--- config.mk ---
export PLATFORM = sky130hd
export DESIGN_NAME = irb_conv11_scheduler_flat
export DESIGN_NICKNAME = d
export VERILOG_FILES = /design/src/rtl/irb_pkg.sv /design/src/rtl/irb_conv11_scheduler_if.sv /design/src/rtl/irb_tile_counter.sv /design/src/rtl/irb_conv11_scheduler.sv /design/src/flat_wrapper.sv
export SDC_FILE = /design/constraint.sdc
export NUM_CORES = 1
export LEC_CHECK = 0
export CORE_MARGIN = 2
export CORE_UTILIZATION = 50
export DETAILED_ROUTE_END_ITERATION = 8
export HOLD_SLACK_MARGIN = 0.12
export PLACE_DENSITY = 0.76
export SLEW_MARGIN = 5
export SYNTH_ARGS = -nofsm -noshare
export SYNTH_HDL_FRONTEND = slang
export SYNTH_SLANG_ARGS = --single-unit
--- constraint.sdc ---
create_clock -name clk -period 3.3 [get_ports clk]
set_input_delay 0.99 -clock clk [delete_from_list [all_inputs] [get_ports clk]]
set_output_delay 0.99 -clock clk [all_outputs]
set_load 0.03 [all_outputs]
--- src/rtl/irb_pkg.sv ---
// Shared types and constants for the inverted-residual-block scheduler slice.
package irb_pkg;

    localparam int DEF_TXY_W  = 8;
    localparam int DEF_GRP_W  = 11;
    localparam int DEF_PERF_W = 32;

    typedef enum logic [2:0] {
        ST_IDLE,
        ST_LD_FMI,
        ST_LD_KEX,
        ST_CONV_GO,
        ST_CONV_WAIT,
        ST_STORE,
        ST_NEXT,
        ST_DONE
    } statetype;

    localparam logic [1:0] DMA_LD_FMI   = 2'd0;
    localparam logic [1:0] DMA_LD_KEX   = 2'd1;
    localparam logic [1:0] DMA_ST_FMINT = 2'd2;

endpackage

--- src/rtl/irb_conv11_scheduler_if.sv ---
// Layer-control, DMA and conv-engine signals of the 1*1 conv scheduler.
interface irb_conv11_scheduler_if
    import irb_pkg::*;
#(
    parameter int TXY_W = DEF_TXY_W,
    parameter int GRP_W = DEF_GRP_W
);
    logic             start;
    logic [TXY_W-1:0] n_tiles_x;
    logic [TXY_W-1:0] n_tiles_y;
    logic [GRP_W-1:0] n_groups;
    logic             dma_req;
    logic [1:0]       dma_op;
    logic [TXY_W-1:0] dma_tile_x;
    logic [TXY_W-1:0] dma_tile_y;
    logic [GRP_W-1:0] dma_group;
    logic             dma_ack;
    logic             conv_start;
    logic             conv_finish;
    logic             busy;
    logic             done;

    modport master (
        input  start, n_tiles_x, n_tiles_y, n_groups, dma_ack, conv_finish,
        output dma_req, dma_op, dma_tile_x, dma_tile_y, dma_group, conv_start, busy, done
    );

    modport slave (
        output start, n_tiles_x, n_tiles_y, n_groups, dma_ack, conv_finish,
        input  dma_req, dma_op, dma_tile_x, dma_tile_y, dma_group, conv_start, busy, done
    );

endinterface

--- src/rtl/irb_tile_counter.sv ---
// Nested group -> tile column -> tile row counter with last-group / last-tile flags.
module irb_tile_counter
    import irb_pkg::*;
#(
    parameter int TXY_W = DEF_TXY_W,
    parameter int GRP_W = DEF_GRP_W
) (
    input  logic             clk,
    input  logic             rst,
    input  logic             clr,
    input  logic             step,
    input  logic [TXY_W-1:0] n_x,
    input  logic [TXY_W-1:0] n_y,
    input  logic [GRP_W-1:0] n_grp,
    output logic [TXY_W-1:0] tx,
    output logic [TXY_W-1:0] ty,
    output logic [GRP_W-1:0] grp,
    output logic             grp_last,
    output logic             tile_last
);

    logic [TXY_W-1:0] tx_q, tx_d, ty_q, ty_d;
    logic [GRP_W-1:0] grp_q, grp_d;
    logic             x_last, y_last;

    // Counts are non-zero whenever step is used, so count-1 never wraps.
    assign grp_last  = (grp_q == n_grp - GRP_W'(1));
    assign x_last    = (tx_q == n_x - TXY_W'(1));
    assign y_last    = (ty_q == n_y - TXY_W'(1));
    assign tile_last = x_last && y_last;

    always_comb begin
        tx_d  = tx_q;
        ty_d  = ty_q;
        grp_d = grp_q;
        if (clr) begin
            tx_d  = '0;
            ty_d  = '0;
            grp_d = '0;
        end else if (step) begin
            if (!grp_last) begin
                grp_d = grp_q + GRP_W'(1);
            end else begin
                grp_d = '0;
                if (!x_last) begin
                    tx_d = tx_q + TXY_W'(1);
                end else begin
                    tx_d = '0;
                    if (!y_last) ty_d = ty_q + TXY_W'(1);
                end
            end
        end
    end

    always_ff @(posedge clk or posedge rst) begin
        if (rst) begin
            tx_q  <= '0;
            ty_q  <= '0;
            grp_q <= '0;
        end else begin
            tx_q  <= tx_d;
            ty_q  <= ty_d;
            grp_q <= grp_d;
        end
    end

    assign tx  = tx_q;
    assign ty  = ty_q;
    assign grp = grp_q;

endmodule

--- src/rtl/irb_conv11_scheduler.sv ---
// Tile/group sequencer for the 1*1 conv engine: FMI load, then per group KEX load, conv, FMINT store.
// Define IRB_SCHED_PERF_EN to add the busy/stall performance counters.
module irb_conv11_scheduler
    import irb_pkg::*;
#(
    parameter int TXY_W = DEF_TXY_W,
    parameter int GRP_W = DEF_GRP_W
`ifdef IRB_SCHED_PERF_EN
    ,
    parameter int PERF_W = DEF_PERF_W
`endif
) (
    input  logic clk,
    input  logic rst,
    irb_conv11_scheduler_if.master bus
`ifdef IRB_SCHED_PERF_EN
    ,
    output logic [PERF_W-1:0] perf_busy_cyc,
    output logic [PERF_W-1:0] perf_stall_cyc
`endif
);

    statetype         state_q, state_d;
    logic [TXY_W-1:0] cfg_x_q, cfg_x_d, cfg_y_q, cfg_y_d;
    logic [GRP_W-1:0] cfg_g_q, cfg_g_d;
    logic             dma_req_q, dma_req_d, conv_start_q, conv_start_d;
    logic             busy_q, busy_d, done_q, done_d;
    logic [1:0]       dma_op_q, dma_op_d;
    logic             start_acc, ack_acc, grp_last, tile_last;
    logic [TXY_W-1:0] tx, ty;
    logic [GRP_W-1:0] grp;

    assign start_acc = (state_q == ST_IDLE) && bus.start;
    // Only an ack seen while the request is actually up counts.
    assign ack_acc   = dma_req_q && bus.dma_ack;

    irb_tile_counter #(.TXY_W(TXY_W), .GRP_W(GRP_W)) u_cnt (
        .clk       (clk),
        .rst       (rst),
        .clr       (start_acc),
        .step      (state_q == ST_NEXT),
        .n_x       (cfg_x_q),
        .n_y       (cfg_y_q),
        .n_grp     (cfg_g_q),
        .tx        (tx),
        .ty        (ty),
        .grp       (grp),
        .grp_last  (grp_last),
        .tile_last (tile_last)
    );

    always_comb begin
        state_d = state_q;
        cfg_x_d = cfg_x_q;
        cfg_y_d = cfg_y_q;
        cfg_g_d = cfg_g_q;
        case (state_q)
            ST_IDLE: begin
                if (bus.start) begin
                    cfg_x_d = bus.n_tiles_x;
                    cfg_y_d = bus.n_tiles_y;
                    cfg_g_d = bus.n_groups;
                    if (bus.n_tiles_x == '0 || bus.n_tiles_y == '0 || bus.n_groups == '0)
                        state_d = ST_DONE;
                    else
                        state_d = ST_LD_FMI;
                end
            end
            ST_LD_FMI:    if (ack_acc) state_d = ST_LD_KEX;
            ST_LD_KEX:    if (ack_acc) state_d = ST_CONV_GO;
            ST_CONV_GO:   state_d = ST_CONV_WAIT;
            ST_CONV_WAIT: if (bus.conv_finish) state_d = ST_STORE;
            ST_STORE:     if (ack_acc) state_d = ST_NEXT;
            ST_NEXT: begin
                if (!grp_last)     state_d = ST_LD_KEX;
                else if (tile_last) state_d = ST_DONE;
                else               state_d = ST_LD_FMI;
            end
            ST_DONE:      state_d = ST_IDLE;
            default:      state_d = ST_IDLE;
        endcase

        // Dropping the request for the cycle after an ack guarantees a low gap between transactions.
        dma_req_d    = (state_d == ST_LD_FMI || state_d == ST_LD_KEX || state_d == ST_STORE) && !ack_acc;
        dma_op_d     = (state_d == ST_LD_KEX) ? DMA_LD_KEX :
                       (state_d == ST_STORE)  ? DMA_ST_FMINT : DMA_LD_FMI;
        conv_start_d = (state_d == ST_CONV_GO);
        busy_d       = (state_d != ST_IDLE);
        done_d       = (state_q == ST_DONE);
    end

    always_ff @(posedge clk or posedge rst) begin
        if (rst) begin
            state_q      <= ST_IDLE;
            cfg_x_q      <= '0;
            cfg_y_q      <= '0;
            cfg_g_q      <= '0;
            dma_req_q    <= 1'b0;
            dma_op_q     <= 2'd0;
            conv_start_q <= 1'b0;
            busy_q       <= 1'b0;
            done_q       <= 1'b0;
        end else begin
            state_q      <= state_d;
            cfg_x_q      <= cfg_x_d;
            cfg_y_q      <= cfg_y_d;
            cfg_g_q      <= cfg_g_d;
            dma_req_q    <= dma_req_d;
            dma_op_q     <= dma_op_d;
            conv_start_q <= conv_start_d;
            busy_q       <= busy_d;
            done_q       <= done_d;
        end
    end

    assign bus.dma_req    = dma_req_q;
    assign bus.dma_op     = dma_op_q;
    assign bus.dma_tile_x = tx;
    assign bus.dma_tile_y = ty;
    assign bus.dma_group  = grp;
    assign bus.conv_start = conv_start_q;
    assign bus.busy       = busy_q;
    assign bus.done       = done_q;

`ifdef IRB_SCHED_PERF_EN
    logic [PERF_W-1:0] perf_busy_q, perf_busy_d, perf_stall_q, perf_stall_d;

    always_comb begin
        perf_busy_d  = perf_busy_q;
        perf_stall_d = perf_stall_q;
        if (start_acc) begin
            perf_busy_d  = '0;
            perf_stall_d = '0;
        end else begin
            if (busy_q && !(&perf_busy_q))
                perf_busy_d = perf_busy_q + PERF_W'(1);
            if (((dma_req_q && !bus.dma_ack) || state_q == ST_CONV_WAIT) && !(&perf_stall_q))
                perf_stall_d = perf_stall_q + PERF_W'(1);
        end
    end

    always_ff @(posedge clk or posedge rst) begin
        if (rst) begin
            perf_busy_q  <= '0;
            perf_stall_q <= '0;
        end else begin
            perf_busy_q  <= perf_busy_d;
            perf_stall_q <= perf_stall_d;
        end
    end

    assign perf_busy_cyc  = perf_busy_q;
    assign perf_stall_cyc = perf_stall_q;
`endif

endmodule
--- src/flat_wrapper.sv ---
// flat-port wrapper written by rule: the top's interface ports become plain ports
module irb_conv11_scheduler_flat import irb_pkg::*;
#(
    parameter int TXY_W = DEF_TXY_W,
    parameter int GRP_W = DEF_GRP_W

)
  (clk, rst, bus_start, bus_n_tiles_x, bus_n_tiles_y, bus_n_groups, bus_dma_ack, bus_conv_finish, bus_dma_req, bus_dma_op, bus_dma_tile_x, bus_dma_tile_y, bus_dma_group, bus_conv_start, bus_busy, bus_done);
  irb_conv11_scheduler_if #(.TXY_W(TXY_W), .GRP_W(GRP_W)) bus_i ();
  input  logic clk;
  input  logic rst;
  input wire logic [$bits(bus_i.start)-1:0] bus_start;
  input wire logic [$bits(bus_i.n_tiles_x)-1:0] bus_n_tiles_x;
  input wire logic [$bits(bus_i.n_tiles_y)-1:0] bus_n_tiles_y;
  input wire logic [$bits(bus_i.n_groups)-1:0] bus_n_groups;
  input wire logic [$bits(bus_i.dma_ack)-1:0] bus_dma_ack;
  input wire logic [$bits(bus_i.conv_finish)-1:0] bus_conv_finish;
  output wire logic [$bits(bus_i.dma_req)-1:0] bus_dma_req;
  output wire logic [$bits(bus_i.dma_op)-1:0] bus_dma_op;
  output wire logic [$bits(bus_i.dma_tile_x)-1:0] bus_dma_tile_x;
  output wire logic [$bits(bus_i.dma_tile_y)-1:0] bus_dma_tile_y;
  output wire logic [$bits(bus_i.dma_group)-1:0] bus_dma_group;
  output wire logic [$bits(bus_i.conv_start)-1:0] bus_conv_start;
  output wire logic [$bits(bus_i.busy)-1:0] bus_busy;
  output wire logic [$bits(bus_i.done)-1:0] bus_done;
  assign bus_i.start = bus_start;
  assign bus_i.n_tiles_x = bus_n_tiles_x;
  assign bus_i.n_tiles_y = bus_n_tiles_y;
  assign bus_i.n_groups = bus_n_groups;
  assign bus_i.dma_ack = bus_dma_ack;
  assign bus_i.conv_finish = bus_conv_finish;
  assign bus_dma_req = bus_i.dma_req;
  assign bus_dma_op = bus_i.dma_op;
  assign bus_dma_tile_x = bus_i.dma_tile_x;
  assign bus_dma_tile_y = bus_i.dma_tile_y;
  assign bus_dma_group = bus_i.dma_group;
  assign bus_conv_start = bus_i.conv_start;
  assign bus_busy = bus_i.busy;
  assign bus_done = bus_i.done;
  irb_conv11_scheduler #(.TXY_W(TXY_W), .GRP_W(GRP_W)) u_core (.clk(clk), .rst(rst), .bus(bus_i));
endmodule
Yosys cells after proc, flatten, opt, wreduce, memory -nomap -nowiden
Index checks and enable logic that the tools add are counted.
Word-level totals
  register bits: 63
  input bits: 32
  output and inout bits: 33
  memory bits (writable): 0
  memories kept: 0
  memory bits (read-only): 0
  latch bits: 0
  word-level logic and storage cells: 76
Cells by class
  divide/modulo/power cells: 0
  reduce and logical (&&, ||, !) cells: 20
  order comparisons: 0
  bitwise gates (word level): 0
  equal/unequal tests: 15
  mux-type cells: 23
  multiply operators: 0
  shift-type cells: 0
  $add $sub $neg: 6
Operators with widths (number)
  two-way mux 8 bit: 9
  two-way mux 11 bit: 3
  two-way mux 3 bit: 8
  case mux 3 bit (8 select lines): 1
  adder 8 x 1 -> 8 bit (second input constant): 2
  equality test 8 bit: 2
  zero test 8 bit: 2
  subtractor 8 x 1 -> 8 bit (second input constant): 2
  equality test 3 bit (second input constant): 5
  equality test 3 x 2 -> 1 bit (second input constant): 4
  adder 11 x 1 -> 11 bit (second input constant): 1
  equality test 11 bit: 1
  zero test 11 bit: 1
  subtractor 11 x 1 -> 11 bit (second input constant): 1
  equality test 3 x 1 -> 1 bit (second input constant): 2
  nonzero test 2 bit: 3
  logical AND 1 bit: 4
  logical OR 1 bit: 4
  two-way mux 2 bit: 2
  AND reduction 2 bit: 2
  AND reduction 4 bit: 1
  zero test 3 bit: 1
  nonzero test 3 bit: 1
  != test 2 x 1 -> 1 bit (second input constant): 1
  zero test 1 bit: 1

Depth between registers and ports, before layout
Gate-level depths: netlist (run 1).
  word-level depth: 10
  gate-level depth with buffers: 12
  gate-level depth less buffers: 10

Hierarchy
Synthesis (run 1) repeated with hierarchy kept, for this count alone.
Second synthesis, totals
  cell total of the unflattened synthesis: 398
  area total of the unflattened synthesis: 3913.8 um^2
By module, submodules not included
  irb_tile_counter: seq. area each 675.6 um^2, area each 2381.0 um^2, times used 1, cells an instance 283
  irb_conv11_scheduler: seq. area each 900.9 um^2, area each 1532.7 um^2, times used 1, cells an instance 115

Worst setup path after synthesis (run 1)
No wires, ideal clock.
  path kind: register to register
  from: register u_core.cfg_g_q[3]
  to: register u_core.u_cnt.ty_q[7] (netlist: u_core.u_cnt.ty[7])
  path buffers: 2
  data required time: 3.234 ns
  setup slack: 0.625 ns
  data arrival time: 2.609 ns
  cell stages (with the launch flop): 10
  path through: dfrtp_1 buf_6 nor4_4 nand2_2 or4b_4 a2111oi_4 buf_6 nand3_4 or4_1 nand2_1
On the way
  word-level cells in the longest chain between the ends: 4
Ends and longest elaborated chain
  start: declaration: RTL line irb_conv11_scheduler.sv:25  | logic [GRP_W-1:0] cfg_g_q, cfg_g_d;
  start signal: assignment: RTL line irb_conv11_scheduler.sv:107  | cfg_g_q <= cfg_g_d;
  subtractor 11 x 1 -> 11 bit: RTL line irb_tile_counter.sv:27  | assign grp_last = (grp_q == n_grp - GRP_W'(1));
  equality test 11 bit: RTL line irb_tile_counter.sv:27
  nonzero test 2 bit (no source line)
  AND reduction 4 bit (no source line)
  end signal: assignment: RTL line irb_tile_counter.sv:62  | ty_q <= ty_d;
  end: declaration: RTL line irb_tile_counter.sv:22  | logic [TXY_W-1:0] tx_q, tx_d, ty_q, ty_d;
No other way between the ends.
A chain may end at the register's enable or synchronous reset.

Worst setup path in the final report (run 1)
  from: register u_core.cfg_g_q[3]
  to: register u_core.u_cnt.tx_q[5] (netlist: u_core.u_cnt.tx[5])
On the way
  word-level cells in the longest chain between the ends: 4
Ends and longest elaborated chain
  subtractor 11 x 1 -> 11 bit: RTL line irb_tile_counter.sv:27
  equality test 11 bit: RTL line irb_tile_counter.sv:27
  nonzero test 2 bit (no source line)
  AND reduction 2 bit (no source line)
  end signal: assignment: RTL line irb_tile_counter.sv:61  | tx_q <= tx_d;
  end: declaration: RTL line irb_tile_counter.sv:22
No other way between the ends.

==> flow_summary.ini, run 1 <==
[critical_path]
crit_buf_inv = 0
critical_path_class = flip-flop to flip-flop
crit_family = simple AND/OR/NAND/NOR gates
cp-start-kind = flip-flop
end_kind = flip-flop
crit_arrival_ns = 3.33
cp.required_ns = 3.60
worstPathCellList = nor4_4 -> nand2_2 -> or4b_4 -> a2111oi_4 -> or3b_1 -> nor4_1 -> a21o_1
path_max_fanout = 11
cp_slowest_stage_delay_ns = 0.57
critPathSlowestCell = or3b_1

[timing]
fin_skew_ns = 0.0112
fin_setup_tns_ns = 0
hold_viol_final = 0
report.final.setup_viol = 0
min_period_ns = 3.04
max_freq_mhz = 329
min_period_over_period = 0.920
rsz0062_at_grt = no
slew_violations = 0
tightest_slew_ns = 0.840
worst_slack_ns = 0.263
slew_headroom = 0.440

[final_layout]
syn2layout_area_growth_pct = 25.0
nets = 544
final_cell_mix = 99 x nand2_1, 64 x clkdlybuf4s50_1, 63 x dfrtp_1
nFillCells = 596
layout_commonest_cell = nand2_1
diodes = 0
multi_input_area_um2 = 2120
final-seq-area_um2 = 1580
finalCoreUtilization = 0.655
final_cells = 610
drive_gt1_frac = 0.0744

[floorplanning]
rows = 31
start_util = 0.523
die-area_um2 = 8390
core_um2 = 7330
fp.dieH_um = 91.6
die_width_um = 91.6
io_pins = 65

[synthesis]
syn_nets = 478
synth_compound_area_frac = 0.136
synth_adder_area_share = 0.0196
synthArstFlopShare = 1.00
synth_xor_area_frac = 0.0844
synth_edf_count = 0
syn-mean-instance-area_um2 = 8.72
yosysSeqAreaShare = 0.411
ys_warn_count = 0
ys_ff_latch = 63
syn_inst = 440
yosys.area_share.simple = 0.288
synth_top_family_by_area = simple AND/OR/NAND/NOR gates
syn_area_um2 = 3840
synth_mux_area_frac = 0.0238
ys_types = 57
synth_ff_type = dfrtp_1

[power]
leakagePower_nw = 2.06
vdd_drop_max_mv = 0.418
power.density_nw_per_um2 = 840
power_mw = 4.03

[clocking]
numCtsBuffers = 9
cts.sinks = 63
hold_buffers = 0
cts_tree = yes
insertion_delay_ns = 0.36
cts_setup_buffers = 0
clk_path_buf_depth = 2
root_buffer = clkbuf_8
post_cts_resized = 0
h-tree-depth = 3
cts.clk_slew.worst_paths_ns = 0.08

[grt]
use_met2 = 0.388
grt_pass1_vias = 3282
grt_max_degree = 40
grt_overflow_total = 0
top_usage_layer = met2
antenna_found_initial = 0
grt_use_met1 = 0.313
grt_usage = 0.235
met3_usage = 0.0498
grt_pass1_wl_um = 15600

[detailed_routing]
routed_via_density = 5.51
route.detailed.drc = 0
wl_per_cell_um = 15.3
num_vias = 3362
drt_iter0_drc = 220
wl_um = 9330
ant_nets = 0
dr.pass1.iters = 4

[placed_design]
place_inst = 594
gp_congestion = 0.867
portBuffers = 64
pre_cts_slack_ns = 0.285
hpwl_um = 6790

[hold_path]
hold_path_class = flip-flop to flip-flop

[outcome]
status = complete, no violations

[run]
cap_viol_max_count = 0
[stage by stage]
step / cell area, um2 / hold slack (ns)
after floorplan: 3840 / 0.466
after global placement: 4590 / 0.477
after detailed placement: 4590 / 0.483
after CTS: 4800 / 0.501
after global routing: 4800 / 0.526
final: 4800 / 0.496
[flip-flops by register name (all words and copies together), names as in the netlist, 2 cells and up]
| name | flops |
|---|---|
| u_core.u_cnt.grp | 11 |
| u_core.u_cnt.ty | 8 |
| u_core.u_cnt.tx | 8 |
| u_core.cfg_x_q | 8 |
| u_core.cfg_y_q | 8 |
| u_core.bus.dma_op | 2 |
| u_core.cfg_g_q | 11 |
| u_core.state_q | 3 |
[path summary, 6_finish.rpt]
path | start | endpoint | slack (ns) | cells past startpoint
max in group asynchronous | rst | u_core.u_cnt.ty[3] | 1.69 | 3
hold reg to reg | u_core.cfg_g_q[10] | u_core.cfg_g_q[10] | 0.50 | 2
hold / removal | u_core.cfg_g_q[10] | u_core.cfg_g_q[10] | 0.50 | 2
min in group asynchronous | rst | u_core.u_cnt.tx[2] | 1.00 | 2
setup / recovery | u_core.cfg_g_q[3] | u_core.u_cnt.tx[5] | 0.26 | 7
setup reg to reg | u_core.cfg_g_q[3] | u_core.u_cnt.tx[5] | 0.26 | 7
[power breakdown]
part / leakage [nW] / switching [mW] / internal, mW
Combinational: 1.16 / 0.979 / 0.850
Clock: 0.109 / 0.315 / 0.409
Sequential: 0.796 / 0.429 / 1.05
[synthesized netlist by cell type, types with 4 or more instances]
library cell / n / area share
xnor2_1: 21 / 0.048
nand3_1: 18 / 0.023
a21o_1: 6 / 0.012
o21ai_1: 5 / 0.0065
a21oi_1: 12 / 0.016
inv_1: 17 / 0.017
nor3_1: 12 / 0.016
dfrtp_1: 63 / 0.41
nand4_1: 5 / 0.0082
nor3b_1: 5 / 0.0098
nor4_1: 10 / 0.016
and3_1: 6 / 0.0098
o21ai_0: 26 / 0.034
a22o_1: 4 / 0.0091
ha_1: 6 / 0.020
clkbuf_1: 13 / 0.013
o21bai_1: 6 / 0.012
or3_1: 7 / 0.011
nand2_1: 99 / 0.097
mux2i_1: 8 / 0.021
nand2b_1: 4 / 0.0065
xor2_1: 16 / 0.037
nor2_1: 20 / 0.020
[per-layer routing]
metal	vias up	wire length (um)
li1	1668	-
met1	1607	4230
met2	75	4550
met3	12	409
met4	0	127
met5	-	0
[final cells by class]
| type | count | share of cell area |
|---|---|---|
| clock buffers | 13 | 0.0352 |
| clock inverters | 3 | 0.00834 |
| inverters | 17 | 0.0133 |
| multi-input cells | 344 | 0.442 |
| flip-flops and latches | 63 | 0.329 |
| well taps | 99 | 0.0258 |
| repair buffers | 71 | 0.147 |
[cells by family (layout without fill, tap and decap cells)]
logic type | count (synthesis) | count (layout)
buf+inv | 33 | 104
xor+xnor | 37 | 37
compound gates | 78 | 78
fa+ha+maj | 6 | 6
mux | 9 | 9
flops | 63 | 63
simple gates | 214 | 214
[worst register-to-register path: cells and delay by family, from the launching register on]
family / cells / cell delay (ns)
AND/OR/NAND/NOR: 5 / 1.97
flip-flops: 1 / 0.50
AO/OA/AOI/OAI: 2 / 0.49
Note: power is estimated with default switching activity, not from simulation.
==> run 2: changes to the inputs <==
--- a/config.mk
+++ b/config.mk
@@ -7,6 +7,7 @@
 export LEC_CHECK = 0
 export CORE_MARGIN = 2
 export CORE_UTILIZATION = 50
+export CTS_BUF_LIST = sky130_fd_sc_hd__clkbuf_8 sky130_fd_sc_hd__clkbuf_16
 export DETAILED_ROUTE_END_ITERATION = 8
 export HOLD_SLACK_MARGIN = 0.12
 export PLACE_DENSITY = 0.76
==> constraint.sdc (replaced) <==
create_clock -name clk -period 2.8 [get_ports clk]
set_input_delay 0.84 -clock clk [delete_from_list [all_inputs] [get_ports clk]]
set_output_delay 0.84 -clock clk [all_outputs]
set_load 0.03 [all_outputs]
==> run 2 against run 1 <==
Core utilization rose by 2.6 points. Cell count rose by 3.1%. Critical path depth rose by 4. Register-to-register slack got worse by 0.23 ns. Count of clock-buffer cells in the layout fell by 3. Largest cell class unchanged. Clock skew fell by 0.0045 ns. Sequential power rose by 15%.
==> flow_summary.ini, run 2 (same netlist as run 1, synthesis figures left out) <==
[detailed_routing]
num_vias = 3566
routed_via_density = 5.67
wl_per_cell_um = 16.1
dr.pass1.iters = 4
drt_iter0_drc = 159
wl_um = 10100
ant_nets = 0
route.detailed.drc = 0

[timing]
min_period_over_period = 0.989
min_period_ns = 2.77
rsz0062_at_grt = yes
fin_hold_ws_ns = 0.515
hold_viol_final = 0
max_freq_mhz = 361
slew_violations = 0
fin_skew_ns = 0.00666
slew_headroom = 0.627
tightest_slew_ns = 0.555
report.final.setup_viol = 0

[floorplanning]
rows = 31
io_pins = 65
die-area_um2 = 8390
core_um2 = 7330
die_width_um = 91.6
start_util = 0.523
fp.dieH_um = 91.6

[final_layout]
drive_gt1_frac = 0.134
design_area_um2 = 4990
diodes = 0
layout_commonest_cell = nand2_1
final_cell_mix = 99 x nand2_1, 64 x clkdlybuf4s50_1, 63 x dfrtp_1
syn2layout_area_growth_pct = 30.1
nFillCells = 600
nets = 564

[power]
power.density_nw_per_um2 = 982
leakagePower_nw = 2.15
vdd_drop_max_mv = 0.509

[hold_path]
hold_path_class = flip-flop to flip-flop

[grt]
grt_use_met1 = 0.310
grt_overflow_total = 0
grt_max_degree = 64
top_usage_layer = met2
use_met2 = 0.421
antenna_found_initial = 0
met3_usage = 0.0340
grt_pass1_vias = 3525
grt_pass1_wl_um = 16400
grt_usage = 0.244

[placed_design]
hpwl_um = 7250
gp_congestion = 0.859
portBuffers = 64
dpl-instance-area_um2 = 4700

[critical_path]
critical_path_class = flip-flop to flip-flop
cp-start-kind = flip-flop
crit_family = simple AND/OR/NAND/NOR gates
end_kind = flip-flop
cp.required_ns = 3.08
cp_slowest_stage_delay_ns = 0.52
crit_arrival_ns = 3.05
path_max_fanout = 6
critPathSlowestCell = or4_1
worstPathCellList = inv_2 -> ha_4 -> nand2b_4 -> nor3b_2 -> o211ai_1 -> or3_4 -> a2111oi_4 -> buf_6 -> nand3_4 -> or4_1 -> nand2_1
crit_buf_inv = 2

[clocking]
insertion_delay_ns = 0.34
cts.clk_slew.worst_paths_ns = 0.07
hold_buffers = 0
cts.sinks = 63
clk_path_buf_depth = 2
root_buffer = clkbuf_8
numCtsBuffers = 9
h-tree-depth = 3
cts_tree = yes

[outcome]
status = complete, no violations

[run]
cap_viol_max_count = 0
-- run 2: cell count changes in the layout (fill, tap and decap cells not counted), moves of 2 or more --
cell      previous run  this run
buf_4                6        23
clkbuf_8            12        10
inv_2                1         3
nor3b_1              5         3
nor4_1              10         8
-- run 2: repair_timing --
action | 4_1_cts | 5_1_grt
pin swaps | 0 | 14
setup endpoints to repair | 9 | 15
cloned | 0 | 2
setup buffers | 0 | 3
gates resized for setup | 4 | 16
-- run 2: per-stage QoR --
| step | cells | setup WS, ns | setup TNS, ns | total power [mW] | utilization |
|---|---|---|---|---|---|
| 5_1_grt | 629 | -0.0912 | -0.770 | 5.25 | 0.681 |
| 3_3_place_gp | 609 | 0.0254 | 0 | 3.95 | 0.641 |
| 2_1_floorplan | 440 | 0.125 | 0 | 3.23 | - |
| 4_1_cts | 624 | 0.0149 | 0 | 4.75 | 0.665 |
| 3_5_place_dp | 609 | -0.0564 | -0.217 | 4.04 | 0.641 |
| 6_report | 629 | 0.0314 | 0 | 4.90 | 0.681 |
-- run 2: final cells by class --
| class | count | area (um2) | share of cell area |
|---|---|---|---|
| Clock buffer | 10 | 138 | 0.0276 |
| Clock inverter | 5 | 26.3 | 0.00526 |
| Inverter | 17 | 63.8 | 0.0128 |
| Multi-Input combinational cell | 345 | 2210 | 0.443 |
| Sequential cell | 63 | 1580 | 0.316 |
| Tap cell | 99 | 124 | 0.0248 |
| Timing Repair Buffer | 90 | 850 | 0.170 |
-- run 2: worst min-delay path, cell delays in order (launching register included) --
cell,delay (ns)
dfrtp_1,0.36
nand2_1,0.06
nand2_1,0.06
-- run 2: path summary, 6_finish.rpt --
kind / slack (ns) / endpoint / cells past startpoint / startpoint
worst max-delay path: 0.03 / u_core.u_cnt.ty[7] / 11 / u_core.cfg_g_q[1]
worst min-delay path: 0.51 / u_core.cfg_x_q[7] / 2 / u_core.cfg_x_q[7]
worst max register to register: 0.03 / u_core.u_cnt.ty[7] / 11 / u_core.cfg_g_q[1]
worst min register to register: 0.51 / u_core.cfg_x_q[7] / 2 / u_core.cfg_x_q[7]
max in group asynchronous: 1.64 / u_core.state_q[1] / 3 / rst
min in group asynchronous: 0.89 / u_core.u_cnt.tx[6] / 3 / rst
-- run 2: power breakdown --
group	internal (mW)	switching [mW]	total, mW
clock network	0.332	0.362	0.695
logic	1.18	1.33	2.51
registers	1.23	0.464	1.70
total	2.75	2.15	4.90
-- run 2: layer usage --
layer	vias up	routed length [um]
met3	23	362
met5	-	0
met2	87	5090
met1	1749	4430
li1	1707	-
met4	0	233
==> run 3: changes to the inputs <==
--- a/config.mk
+++ b/config.mk
@@ -6,11 +6,10 @@
 export NUM_CORES = 1
 export LEC_CHECK = 0
 export CORE_MARGIN = 2
-export CORE_UTILIZATION = 50
+export CORE_UTILIZATION = 40
 export CTS_BUF_LIST = sky130_fd_sc_hd__clkbuf_8 sky130_fd_sc_hd__clkbuf_16
 export DETAILED_ROUTE_END_ITERATION = 8
 export HOLD_SLACK_MARGIN = 0.12
-export PLACE_DENSITY = 0.76
 export SLEW_MARGIN = 5
 export SYNTH_ARGS = -nofsm -noshare
 export SYNTH_HDL_FRONTEND = slang
==> run 3 against run 2 <==
Maximum frequency up 1.5%. Design area is 4.4% higher. Combinational power about the same. First-iteration DRC count decreased by 5.7%. Register-to-register slack better by 0.04 ns. Critical path type unchanged. Largest cell class unchanged.
==> flow_summary.ini, run 3 (same netlist as run 1, synthesis figures left out) <==
[critical_path]
reg2reg_to = u_core.u_cnt.tx[5]
crit_arrival_ns = 3.01
cp-start-kind = flip-flop
ff2ff_setup_slack_ns = 0.07
path_max_fanout = 5
rr_startpoint = u_core.cfg_g_q[3]
cp.required_ns = 3.09
reg2regPathDepth = 8
critical_path_class = flip-flop to flip-flop
end_kind = flip-flop

[final_layout]
design_area_um2 = 5210
final_cell_mix = 99 x nand2_1, 64 x clkdlybuf4s50_1, 61 x dfrtp_1
layout_commonest_cell = nand2_1
nFillCells = 870
multi_input_area_um2 = 2200
diodes = 0
final-seq-area_um2 = 1580
drive_gt1_frac = 0.154
finalCoreUtilization = 0.561
final_cells = 669
nets = 573
syn2layout_area_growth_pct = 35.8

[timing]
fin_skew_ns = 0.0103
worst_slack_ns = 0.0735
fin_setup_tns_ns = 0
report.final.setup_viol = 0
max_freq_mhz = 367
min_period_over_period = 0.974
hold_viol_final = 0
rsz0062_at_grt = yes
slew_violations = 0
min_period_ns = 2.73
fin_hold_ws_ns = 0.502
tightest_slew_ns = 0.511
slew_headroom = 0.659

[power]
vdd_drop_max_mv = 0.388
leakagePower_nw = 2.23
power_mw = 5.29
power.density_nw_per_um2 = 1020

[clocking]
numCtsBuffers = 9
hold_buffers = 0
root_buffer = clkbuf_8
cts.sinks = 63
h-tree-depth = 3
insertion_delay_ns = 0.35
cts_tree = yes
cts.clk_slew.worst_paths_ns = 0.08
clk_path_buf_depth = 2

[outcome]
status = complete, no violations

[floorplanning]
io_pins = 65
rows = 35
core_um2 = 9280
die_width_um = 102
die-area_um2 = 10400
start_util = 0.413
fp.dieH_um = 102

[placed_design]
dpl-instance-area_um2 = 4790
gp_congestion = 0.875
place_inst = 644
portBuffers = 64
hpwl_um = 7210
pre_cts_slack_ns = -0.105

[grt]
grt_overflow_total = 0
grt_pass1_vias = 3269
antenna_found_initial = 0
grt_usage = 0.198
grt_pass1_wl_um = 16100
grt_max_degree = 25

[detailed_routing]
routed_via_density = 5.19
wl_per_cell_um = 14.8
ant_nets = 0
dr.pass1.iters = 4
num_vias = 3472
wl_um = 9930
route.detailed.drc = 0
drt_iter0_drc = 150

[hold_path]
hp-start = u_core.cfg_x_q[7]
hold_path_class = flip-flop to flip-flop
whs_endpoint = u_core.cfg_x_q[7]
hold_depth = 2

[run]
cap_viol_max_count = 0
run 3: changes by cell type in the layout (fill, tap and decap cells not counted), sizes merged:
| cell | delta |
|---|---|
| buf | +10 |
| bufinv | +4 |
| clkbuf | -1 |
| clkinv | -1 |
| inv | -1 |
| nand3 | -1 |
run 3: layout make-up:
cell class,instances,area share
Tap cell,129,0.0310
Timing Repair Buffer,100,0.180
Sequential cell,63,0.303
Clock inverter,7,0.0279
Clock buffer,9,0.0238
Multi-Input combinational cell,344,0.422
Inverter,17,0.0122
run 3: worst max path at each step:
stage	startpoint	end	slack [ns]	cells past startpoint
3_3_place_gp	bus_n_groups[9]	u_core.bus.dma_req	-0.11	9
3_5_place_dp	bus_n_groups[9]	u_core.bus.dma_req	-0.10	9
5_1_grt	u_core.cfg_g_q[2]	u_core.bus.dma_req	-0.05	10
4_1_cts	u_core.cfg_g_q[0]	u_core.u_cnt.ty[7]	0.01	11
6_report	u_core.cfg_g_q[3]	u_core.u_cnt.tx[5]	0.07	8
2_1_floorplan	u_core.cfg_g_q[3]	u_core.u_cnt.ty[7]	0.13	9
run 3: what timing repair did:
action,CTS,global route
pin swaps,0,12
setup endpoints to repair,3,32
setup buffers,0,9
resized for setup,3,19
run 3: worst max-delay path, cell delays in order, from the launching register on:
cell and delay [ns]:
dfrtp_1 0.41, nor4_4 0.33, nand2_2 0.11, or4b_4 0.53, a2111oi_4 0.41, or3b_4 0.45, buf_4 0.17, o21bai_1 0.14
a21o_1 0.13
run 3: metal layers:
| metal | vias to the layer above | global-route usage | part of all wire |
|---|---|---|---|
| met2 | 59 | 0.314 | 0.48 |
| met5 | - | 0 | 0 |
| met3 | 8 | 0.0233 | 0.031 |
| met1 | 1683 | 0.283 | 0.48 |
| met4 | 0 | 0.0646 | 0.010 |
| li1 | 1722 | - | - |
run 3: power by group:
group	internal, mW	total [mW]	switching, mW	leakage [nW]
sequential	1.24	1.70	0.460	0.794
combinational	1.21	2.52	1.30	1.31
clock	0.684	1.08	0.391	0.130
